==> src/rtl/bo_delay_queue.sv <==
// Delay queue for the best-offset prefetcher: each pushed tag is held DELAY cycles before it
// is offered on cq_out. Optional statistics ports are compiled in with BO_DQ_STATS_EN.
module bo_delay_queue #(
    parameter int WIDTH     = 12,
    parameter int DEPTH     = 15,
    parameter int DELAY     = 60,
    parameter int TIME_BITS = 12
) (
    input  logic                     clk,
    input  logic                     rst,
    input  logic                     cq_enq,
    input  logic                     cq_deq,
    input  logic [WIDTH-1:0]         cq_in,
    output logic                     cq_empty,
    output logic                     cq_full,
    output logic                     cq_ready,
    output logic [WIDTH-1:0]         cq_out
`ifdef BO_DQ_STATS_EN
    ,
    output logic [15:0]              dq_drop_cnt,
    output logic [$clog2(DEPTH+1)-1:0] dq_occupancy
`endif
);

    localparam int IDX_W = (DEPTH > 1) ? $clog2(DEPTH) : 1;
    localparam int CNT_W = $clog2(DEPTH + 1);

    logic [IDX_W-1:0]     head;
    logic [IDX_W-1:0]     tail;
    logic [CNT_W-1:0]     count;
    logic [CNT_W-1:0]     count_next;
    logic [TIME_BITS-1:0] now;
    logic [DEPTH-1:0]     valid;
    logic [DEPTH-1:0]     matured;
    logic [DEPTH-1:0]     aged;
    logic [WIDTH-1:0]     tag   [DEPTH];
    logic [TIME_BITS-1:0] stamp [DEPTH];
    logic [TIME_BITS-1:0] age;
    logic                 pop;
    logic                 push;

    function automatic logic [IDX_W-1:0] next_idx(input logic [IDX_W-1:0] idx);
        return (idx == IDX_W'(DEPTH - 1)) ? '0 : idx + 1'b1;
    endfunction

    // Modular age keeps the comparison correct across timestamp wrap.
    always_comb begin
        age  = '0;
        aged = '0;
        for (int i = 0; i < DEPTH; i++) begin
            age     = now - stamp[i];
            aged[i] = valid[i] && (age >= TIME_BITS'(DELAY));
        end
    end

    assign cq_ready = valid[head] & (matured[head] | aged[head]);
    assign cq_out   = (count != '0) ? tag[head] : '0;

    assign pop  = cq_deq & cq_ready;
    // A pop in the same cycle frees a slot, so a push into a full queue is accepted.
    assign push = cq_enq & (~cq_full | pop);

    always_comb begin
        count_next = count;
        case ({push, pop})
            2'b10:   count_next = count + 1'b1;
            2'b01:   count_next = count - 1'b1;
            default: count_next = count;
        endcase
    end

    always_ff @(posedge clk or posedge rst) begin
        if (rst) begin
            head     <= '0;
            tail     <= '0;
            count    <= '0;
            now      <= '0;
            valid    <= '0;
            matured  <= '0;
            cq_empty <= 1'b1;
            cq_full  <= 1'b0;
        end else begin
            now      <= now + 1'b1;
            count    <= count_next;
            cq_empty <= (count_next == '0);
            cq_full  <= (count_next == CNT_W'(DEPTH));
            // Sticky so an entry idle longer than the stamp range never reads as young again.
            for (int i = 0; i < DEPTH; i++) begin
                if (aged[i]) matured[i] <= 1'b1;
            end
            if (pop) begin
                valid[head]   <= 1'b0;
                matured[head] <= 1'b0;
                head          <= next_idx(head);
            end
            if (push) begin
                valid[tail]   <= 1'b1;
                matured[tail] <= 1'b0;
                tail          <= next_idx(tail);
            end
        end
    end

    // Payload storage needs no reset; validity is tracked separately.
    always_ff @(posedge clk) begin
        if (push) begin
            tag[tail]   <= cq_in;
            stamp[tail] <= now;
        end
    end

`ifdef BO_DQ_STATS_EN
    always_ff @(posedge clk or posedge rst) begin
        if (rst) begin
            dq_drop_cnt <= '0;
        end else if (cq_enq && !push && dq_drop_cnt != 16'hFFFF) begin
            dq_drop_cnt <= dq_drop_cnt + 16'd1;
        end
    end

    assign dq_occupancy = count;
`endif

endmodule

==> config.mk <==
export PLATFORM = sky130hd
export DESIGN_NAME = bo_delay_queue
export DESIGN_NICKNAME = d
export VERILOG_FILES = /design/src/rtl/bo_delay_queue.sv
export SDC_FILE = /design/constraint.sdc
export NUM_CORES = 1
export LEC_CHECK = 0
export ABC_CLOCK_PERIOD_IN_PS = 7800
export BUFFER_PORTS_ARGS = -buffer_cell sky130_fd_sc_hd__clkbuf_2
export CAP_MARGIN = 20
export CORE_MARGIN = 2
export CORE_UTILIZATION = 45
export CTS_CLUSTER_DIAMETER = 80
export DETAILED_ROUTE_END_ITERATION = 10
export PLACE_DENSITY_LB_ADDON = 0.08
export SLEW_MARGIN = 25
export SYNTH_ARGS = -nofsm -noshare
export SYNTH_HDL_FRONTEND = slang
export SYNTH_SLANG_ARGS = --single-unit
==> constraint.sdc <==
create_clock -name clk -period 7.8 [get_ports clk]
set_clock_uncertainty 0.15 [all_clocks]
set_input_delay 1.56 -clock clk [delete_from_list [all_inputs] [get_ports clk]]
set_output_delay 1.56 -clock clk [all_outputs]
set_load 0.03 [all_outputs]
# == Word level (Yosys, flattened, before mapping) ==
# Memory sizes are Yosys's and may differ from the RTL's.
# Index checks and enable logic that the tools add are counted.
# word_totals
memories,2
ram_bits,360
reg_bits,56
out_inout_bits,15
word_cells,120
inputBits,16
# op_classes
add_sub_neg,20
n_eq_ne,5
n_reduce_logical,19
muxes,35
bitwise,12
magnitude_cmp,19
# memory_table
name,depth,word_bits,rd,rd_clocked_by_memory_dff,write_ports,line,text
stamp,15,12,15,0,1,37,logic [TIME_BITS-1:0] stamp [DEPTH];
tag,15,12,1,0,1,36,logic [WIDTH-1:0] tag [DEPTH];
# op_table
operator,n
"12-bit by 6-bit greater-or-equal comparator with 1-bit output, second input constant",15
12-bit subtractor,15
15-bit 2-to-1 mux,4
15-bit AND,3
15-bit inverter,2
1-bit 2-to-1 mux,22
1-bit logical AND,17
15-bit bitwise OR,1
"12-bit by 1-bit adder with 12-bit output, second input constant",1
"4-bit by 1-bit adder with 4-bit output, second input constant",3
1-bit binary-select mux with 4-bit select,3
"4-bit == test, second input constant",3
12-bit 2-to-1 mux,1
"4-bit by 5-bit less-than comparator with 1-bit output, second input constant",2
1-bit demux with 4-bit select,2
"4-bit by 1-bit greater-or-equal comparator with 1-bit output, second input constant",2
4-bit 2-to-1 mux,2
4-bit one-hot mux with 2 select lines,1
4-bit logical NOT,1
4-bit nonzero test,1
"4-bit by 1-bit subtractor with 4-bit output, second input constant",1
1-bit AND,3
"2-bit by 1-bit == test with 1-bit output, second input constant",1
"2-bit == test, second input constant",1
other kinds (2),3

# == Logic depth before layout (Yosys ltp) ==
# Gate-level depths: netlist (run 1).
# logic_depth
ltp_word,13
mapped_depth,23
ltp_nobuf,22

# == Least setup slack after synthesis (run 1) ==
# No wires, ideal clock.
# synth_path
path_type,register to output
startpoint,register now[1]
endpoint,output port cq_ready
arrival_ps,4637
t_required_ps,6090
n_path_buf,1
path_stages_with_launch,15
path_slack_ps,1453
cell_sequence,dfrtp_1 > inv_1 > fa_1 > nor2b_1 > o211ai_1 > a21boi_1 > a21oi_1 > xnor2_1 > or4_1 > o311a_1 > o32a_1 > nor4_1 > a21o_2 > inv_2 > buf_2
# synth_via
elab_chain_cells,7
word_cells_on_any_way,49
classes_between,add/sub (15); order compare (15); mux (2); bitwise (2); reduce/logical (15)
# synth_lines
item,line,text
start: declaration,32,logic [TIME_BITS-1:0] now;
start signal: assignment,83,now <= now + 1'b1;
12-bit subtractor,51,age = now - stamp[i];
12-bit by 6-bit greater-or-equal comparator with 1-bit output,52,aged[i] = valid[i] && (age >= TIME_BITS'(DELAY));
1-bit logical AND,52,
1-bit binary-select mux with 4-bit select (*),56,assign cq_ready = valid[head] & (matured[head] | aged[head]);
1-bit 2-to-1 mux (not written as such) (*),56,
1-bit bitwise OR (*),56,
1-bit AND (*),56,
end: declaration,16,"output logic cq_ready,"
# Mark *: on every way between the ends. The rest lies on a longest branch, timed or not. The select of a mux whose other input is x is not followed.

# == Worst setup path after layout (run 1) ==
# layout_path
startpoint,register now[0]
endpoint,output port cq_ready
# Same word-level chain as after synthesis.

==> results of run 1 <==
## where the power goes
part | switching [mW] | internal (mW) | leakage [nW]
clock | 0.907 | 1.44 | 0.817
sequential | 0.188 | 2.75 | 3.86
combinational | 1.35 | 0.889 | 5.93
total | 2.44 | 5.08 | 10.6
## cell families (layout without fill, tap and decap cells)
group | count (synthesis) | after routing
compound gates | 485 | 485
simple gates | 485 | 485
flops | 416 | 416
buf+inv | 253 | 358
fa+ha+maj | 185 | 185
xor+xnor | 101 | 101
mux | 89 | 89
## cell usage after synthesis, types with 7 or more instances
master and count:
a311oi_1 9, nor2b_1 48, o221ai_1 9, a211oi_1 23, a21oi_1 114, xnor2_1 54, a31oi_1 15, xor2_1 47
clkbuf_1 26, fa_1 16, buf_1 13, a21o_1 41, nor3_1 32, and3_4 8, or3_1 10, ha_1 169
and2_1 11, and3_1 15, o21ai_0 93, mux2i_1 31, and3b_1 7, a221oi_1 7, o31a_1 7, mux4_2 54
edfxtp_1 360, nand3_1 36, o21a_1 28, nor4_1 13, o22ai_1 9, dfrtp_1 55, nand2b_1 44, nand2_1 89
nor2_1 108, nand4_1 29, a211o_1 8, o211ai_1 25, nor3b_1 10, o41ai_1 8, a21boi_0 8, inv_1 205
o31ai_1 12
## worst max-delay path, delay by kind of cell, from the launching register on
kind,cells,cell delay (ps)
DFF,1,320
and+or+nand+nor,3,1070
adders and majority gates,2,770
buffers and inverters,4,1010
AOI/OAI and AO/OA,7,1800
## flip-flops by register name, indices dropped and copies added (netlist names)
register / flops
cq_full: 1
tail: 4
matured: 15
tag: 180
valid: 15
head: 4
stamp: 180
count: 4
cq_empty: 1
now: 12
## routing by layer
metal | wire length, µm | up-vias | part of all wire
li1 | - | 7737 | -
met1 | 26900 | 7905 | 0.47
met2 | 26000 | 404 | 0.46
met3 | 2840 | 78 | 0.050
met4 | 1260 | 0 | 0.022
met5 | 0 | - | 0
## per-stage QoR
stage / cells / utilization / total power [mW] / instance area [µm²] / worst slack (ps)
floorplan: 2014 / - / 4.57 / 23900 / 1450
global placement: 2718 / 0.476 / 5.19 / 25000 / 1320
detailed placement: 2718 / 0.476 / 5.22 / 25000 / 1210
CTS: 2806 / 0.507 / 7.59 / 26700 / 560
global route: 2807 / 0.508 / 7.91 / 26700 / 204
finish: 2807 / 0.508 / 7.52 / 26700 / 536
## final timing paths
| check | start | to | slack, ps | cells past startpoint |
|---|---|---|---|---|
| min reg2reg | valid[12] | valid[12] | 370 | 1 |
| max reg2reg | now[0] | cq_empty | 1300 | 23 |
| min | valid[12] | valid[12] | 370 | 1 |
| min in group asynchronous | rst | now[8] | 1010 | 3 |
| max | now[0] | cq_ready | 540 | 16 |
| max in group asynchronous | rst | head[0] | 5870 | 3 |
## final cells by class
type / instances / area (µm²)
clock buffers: 66 / 1390
clock inverters: 22 / 268
fillers: 4608 / 25900
inverters: 207 / 777
multi-input cells: 1345 / 10700
flip-flops and latches: 416 / 12200
well taps: 688 / 861
repair buffers: 63 / 410
==> impl_results.md, run 1 <==
- HPWL after DPL: 37,500 µm
- Most common cell after layout, fill and taps aside: edfxtp_1
- Mux share of post-synthesis cell area: 0.0657
- Area leader, netlist: edfxtp_1
- Complex-gate fraction of the synthesized area: 0.137
- Hold-fix buffers, CTS: 0
- Yosys reg bits: 416
- Library cells used by synthesis: 87
- 1st-iter DRT viols: 1,294
- Period minus WS final: 7260 ps
- Global placer's final weighted congestion: 0.829
- Synth Area in Adders: 0.102
- Root buffer cell: clkbuf_16
- CTS buffer count: 48
- Hold Violations, Final: 0
- First-pass GRT wire length: 88,300 µm
- Vias/cell: 5.74
- All-Layer GR Usage: 0.204
- Top post-synthesis cells by area: edfxtp_1, ha_1, dfrtp_1
- Hold Path Class: reg2reg
- CTS Buffer Depth: 3
- Total gr overflow: 0
- Largest fanout on the critical path: 19
- Most used DFF post-synth: edfxtp_1
- Net Count, Synth: 2,215
- Worst-margin pin slew: 1040 ps
- Max-slew violations: 0
- Leak Pwr: 10.6 nW
- Met2 Resource Use GR: 0.327
- Antenna violations before repair: 0
- Status: completed
- Layout cells sized above 1: 0.108
- GR Util met1: 0.290
- # Max-Cap Violations: 0
- M3 GR Usage: 0.0321
- CP Cell Sequence: buf_4 > inv_1 > ha_1 > fa_1 > nor2b_1 > o31ai_1 > a21oi_1 > o21ai_1 > or4b_1 > o41ai_1 > o32ai_1 > o32a_1 > nor4_1 > a21o_2 > inv_2 > clkbuf_2
- Critical Path RT: 6090 ps
- Post-synth top area share: 0.452
- Startpoint Class: flip-flop
- Synth async-reset ratio: 0.135
- Number of global-route vias before repair: 15,600
- Synth Cell Area: 23,900 µm²
- Final setup vio count: 0
- Largest net degree at the start of global routing: 58
- # rows: 84
- TritonCTS clock tree: built
- Post-route setup TNS: 0 ps
- Critical Path AT: 5550 ps
- Post-synth EDFFs: 360
- Min Hold Slack: 369 ps
- Layout Area Growth over Synthesis: 11.5%
- Clk sinks: 416
- Max transition margin: 0.301
- Critical Setup Path Class: reg2out
- GR peak layer: met2
- Post-Synth XOR/XNOR Area: 0.0370
- Fmax: 0.138 GHz
- Vias: 16,100
- H-tree Lvls: 2
- Period utilization: 0.931
- DRC violations left: 0
- DR pass1 iterations: 6
- Final ANT Viol Nets: 0
- Worst path max stage delay: 750 ps
- Seq/Total Area, Yosys: 0.510
- Starting density of the core: 0.455
- Synth Warn #: 0
- Total Nets Final: 2,282
- Total die area: 55,100 µm²
- CP Capture Type: output pin
- Die height: 235 µm
- Chip width: 235 µm
- Setup bufs post-CTS: 0
- Ant diodes: 0
- Post-Synth Simple-Gate Area: 0.108
- Post_cts resized: 0
- Detailed Route WL: 57,000 µm
- Synth Instances: 2,014
- Port Buf Inserts: 30
- Core area: 52,600 µm²
- Syn Area/Cell: 11.9 µm²
- Commonest cells after routing, fill and taps aside: edfxtp_1, inv_1, ha_1
- Maximum vdd drop: 247 µV
- Wire per inst: 20.3 µm
- RSZ-0062 raised after global routing: no
- # IOs: 31
- Power Density: 282 nW/µm²
- Main combinational cell family by area after synthesis: compound AO/OA/AOI/OAI gates
- Later-pin clock latency in the skew report: 580 ps
- Critical-path top delay cell: o41ai_1
- Clock transition at path regs: 60 ps
Note: power is estimated with default switching activity, not from simulation.
==> run 2: changes to the inputs <==
- CORE_UTILIZATION: 45 -> 40
- PLACE_DENSITY: default -> 0.52
- PLACE_DENSITY_LB_ADDON: 0.08 -> default
==> run 2 against run 1 <==
  * Worst setup slack improved by 410 ps
  * Clock-buffer cell count down 13
  * Sequential share of layout area is essentially flat
  * Critical path type unchanged
  * Critical endpoint unchanged
  * Largest cell class unchanged
  * Largest power group unchanged
==> impl_results.md, run 2 (same netlist as run 1, synthesis figures left out) <==
- Wire per inst: 20.2 µm (was 20.3 µm)
- Most common cell after layout, fill and taps aside: edfxtp_1 (unchanged)
- Die height: 249 µm (was 235 µm)
- Hold Path Class: reg2reg (unchanged)
- Max transition margin: 0.336 (was 0.301)
- Total gr overflow: 0 (unchanged)
- Hold-fix buffers, CTS: 0 (unchanged)
- Post-route setup TNS: 0 ps (unchanged)
- HPWL after DPL: 38,000 µm (was 37,500 µm)
- Period utilization: 0.878 (was 0.931)
- Critical Path AT: 5140 ps (was 5550 ps)
- Met2 Resource Use GR: 0.318 (was 0.327)
- First-pass GRT wire length: 91,700 µm (was 88,300 µm)
- Port Buf Inserts: 30 (unchanged)
- Overall Power: 7.50 mW (was 7.52 mW)
- Max-slew violations: 0 (unchanged)
- Filler instances: 5,377 (was 4,608)
- Maximum vdd drop: 245 µV (was 247 µV)
- Layout cells sized above 1: 0.109 (was 0.108)
- Largest regs: stamp: 180 flops, tag: 180 flops (unchanged)
- # rows: 89 (was 84)
- Total Nets Final: 2,277 (was 2,282)
- Final setup vio count: 0 (unchanged)
- Period minus WS final: 6850 ps (was 7260 ps)
- CP Capture Type: output pin (unchanged)
- P_sw: 2.49 mW (was 2.44 mW)
- CP Cell Sequence: inv_1 > ha_1 > nor2b_1 > o31ai_1 > o21ai_0 > a221oi_1 > xnor2_1 > o41ai_1 > nand2_1 > o221ai_1 > or3_1 > a21o_2 > inv_2 > clkbuf_2 (was buf_4 > inv_1 > ha_1 > fa_1 > nor2b_1 > o31ai_1 > a21oi_1 > o21ai_1 > or4b_1 > o41ai_1 > o32ai_1 > o32a_1 > nor4_1 > a21o_2 > inv_2 > clkbuf_2)
- Comb pwr share: 0.296 (was 0.297)
- CTS Buffer Depth: 3 (unchanged)
- Critical-path top delay cell: o41ai_1 (unchanged)
- Post-route cell area: 26,700 µm² (about the same)
- Setup bufs post-CTS: 0 (unchanged)
- Worst path max stage delay: 880 ps (was 750 ps)
- Layout Cells excl Fill: 2,888 (was 2,807)
- Critical Path RT: 6090 ps (about the same)
- P_int: 5.01 mW (was 5.08 mW)
- Antenna violations before repair: 1 (was 0)
- Vias: 16,200 (was 16,100)
- # Max-Cap Violations: 0 (unchanged)
- Worst-margin pin slew: 996 ps (was 1040 ps)
- DRC violations left: 0 (unchanged)
- Fmax: 0.146 GHz (was 0.138 GHz)
- Final ANT Viol Nets: 0 (unchanged)
- All-Layer GR Usage: 0.189 (was 0.204)
- DR pass1 iterations: 5 (was 6)
- TritonCTS clock tree: built (unchanged)
- # IOs: 31 (unchanged)
- Root buffer cell: clkbuf_16 (unchanged)
- RSZ-0062 raised after global routing: no (unchanged)
- Core area: 59,100 µm² (was 52,600 µm²)
- Total die area: 61,800 µm² (was 55,100 µm²)
- Largest fanout on the critical path: 16 (was 19)
- Later-pin clock latency in the skew report: 590 ps (was 580 ps)
- Startpoint Class: flip-flop (unchanged)
- Pre-CTS setup slack: 1590 ps (was 1210 ps)
- Switching part of the total: 0.332 (was 0.325)
- Flop pwr share: 0.395 (was 0.390)
- 1st-iter DRT viols: 1,043 (was 1,294)
- Commonest cells after routing, fill and taps aside: edfxtp_1, inv_1, ha_1 (unchanged)
- Post_cts resized: 0 (unchanged)
- M3 GR Usage: 0.0255 (was 0.0321)
- Vias/cell: 5.59 (was 5.74)
- Number of global-route vias before repair: 16,000 (was 15,600)
- Starting density of the core: 0.405 (was 0.455)
- Largest net degree at the start of global routing: 57 (was 58)
- Clk sinks: 416 (unchanged)
- Clock transition at path regs: 60 ps (about the same)
- Hold Violations, Final: 0 (unchanged)
- Global placer's final weighted congestion: 0.837 (was 0.829)
- CTS buffer count: 47 (was 48)
- GR Util met1: 0.254 (was 0.290)
- GR peak layer: met2 (unchanged)
- Min Hold Slack: 350 ps (was 369 ps)
- Detailed Route WL: 58,500 µm (was 57,000 µm)
- Power Density: 281 nW/µm² (was 282 nW/µm²)
- Cell Area, Placed: 25,100 µm² (was 25,000 µm²)
- Critical Setup Path Class: reg2out (unchanged)
- Slack of the critical path: 949 ps (was 536 ps)
- Post-layout util: 0.452 (was 0.508)
- Status: completed (unchanged)
- Layout Area Growth over Synthesis: 11.6% (was 11.5%)
- H-tree Lvls: 2 (unchanged)
- Chip width: 249 µm (was 235 µm)
- Post-placement cell count: 2,800 (was 2,718)
- Leak Pwr: 10.5 nW (was 10.6 nW)
- Clk pwr share: 0.309 (was 0.312)
-- run 2: power by group through the flow --
stage	Clock, mW	Combinational, mW	Sequential (mW)
final	2.32	2.22	2.96
after global routing	2.46	2.41	3.00
after CTS	2.38	2.24	2.96
after detailed placement	0	2.23	3.01
after global placement	0	2.21	3.00
after floorplan	0	1.68	2.89
-- run 2: metal layers --
metal,vias up,part of all wire,wire (µm)
met2,305,0.47,27700
met4,0,0.026,1540
met5,-,0,0
li1,7736,-,-
met1,8030,0.46,26900
met3,86,0.039,2280
-- run 2: area by class of cell --
class,instances,area [µm²],share of cell area
clock inverters,34,375,0.0141
inverters,207,777,0.0291
well taps,773,967,0.0362
multi-input cells,1345,10700,0.402
repair buffers,59,372,0.0139
flip-flops and latches,416,12200,0.458
diodes,1,2.50,0.0000937
clock buffers,53,1240,0.0464
-- run 2: final timing paths --
path | slack (ps) | endpoint | startpoint | cells after the start
max in group asynchronous | 5840 | head[0] | rst | 3
worst max-delay path | 950 | cq_ready | now[0] | 14
worst max register to register | 1620 | cq_full | now[0] | 22
worst min-delay path | 350 | valid[12] | valid[12] | 1
worst min register to register | 350 | valid[12] | valid[12] | 1
min in group asynchronous | 1050 | now[3] | rst | 3
-- run 2: worst max-delay path: cells and delay by family, from the launching register on --
kind	cells	cell delay [ps]
AOI/OAI and AO/OA	6	2420
xor gates and xnor gates	1	120
adders and majority gates	1	300
buffers and inverters	3	950
DFF	1	370
and+or+nand+nor	3	390
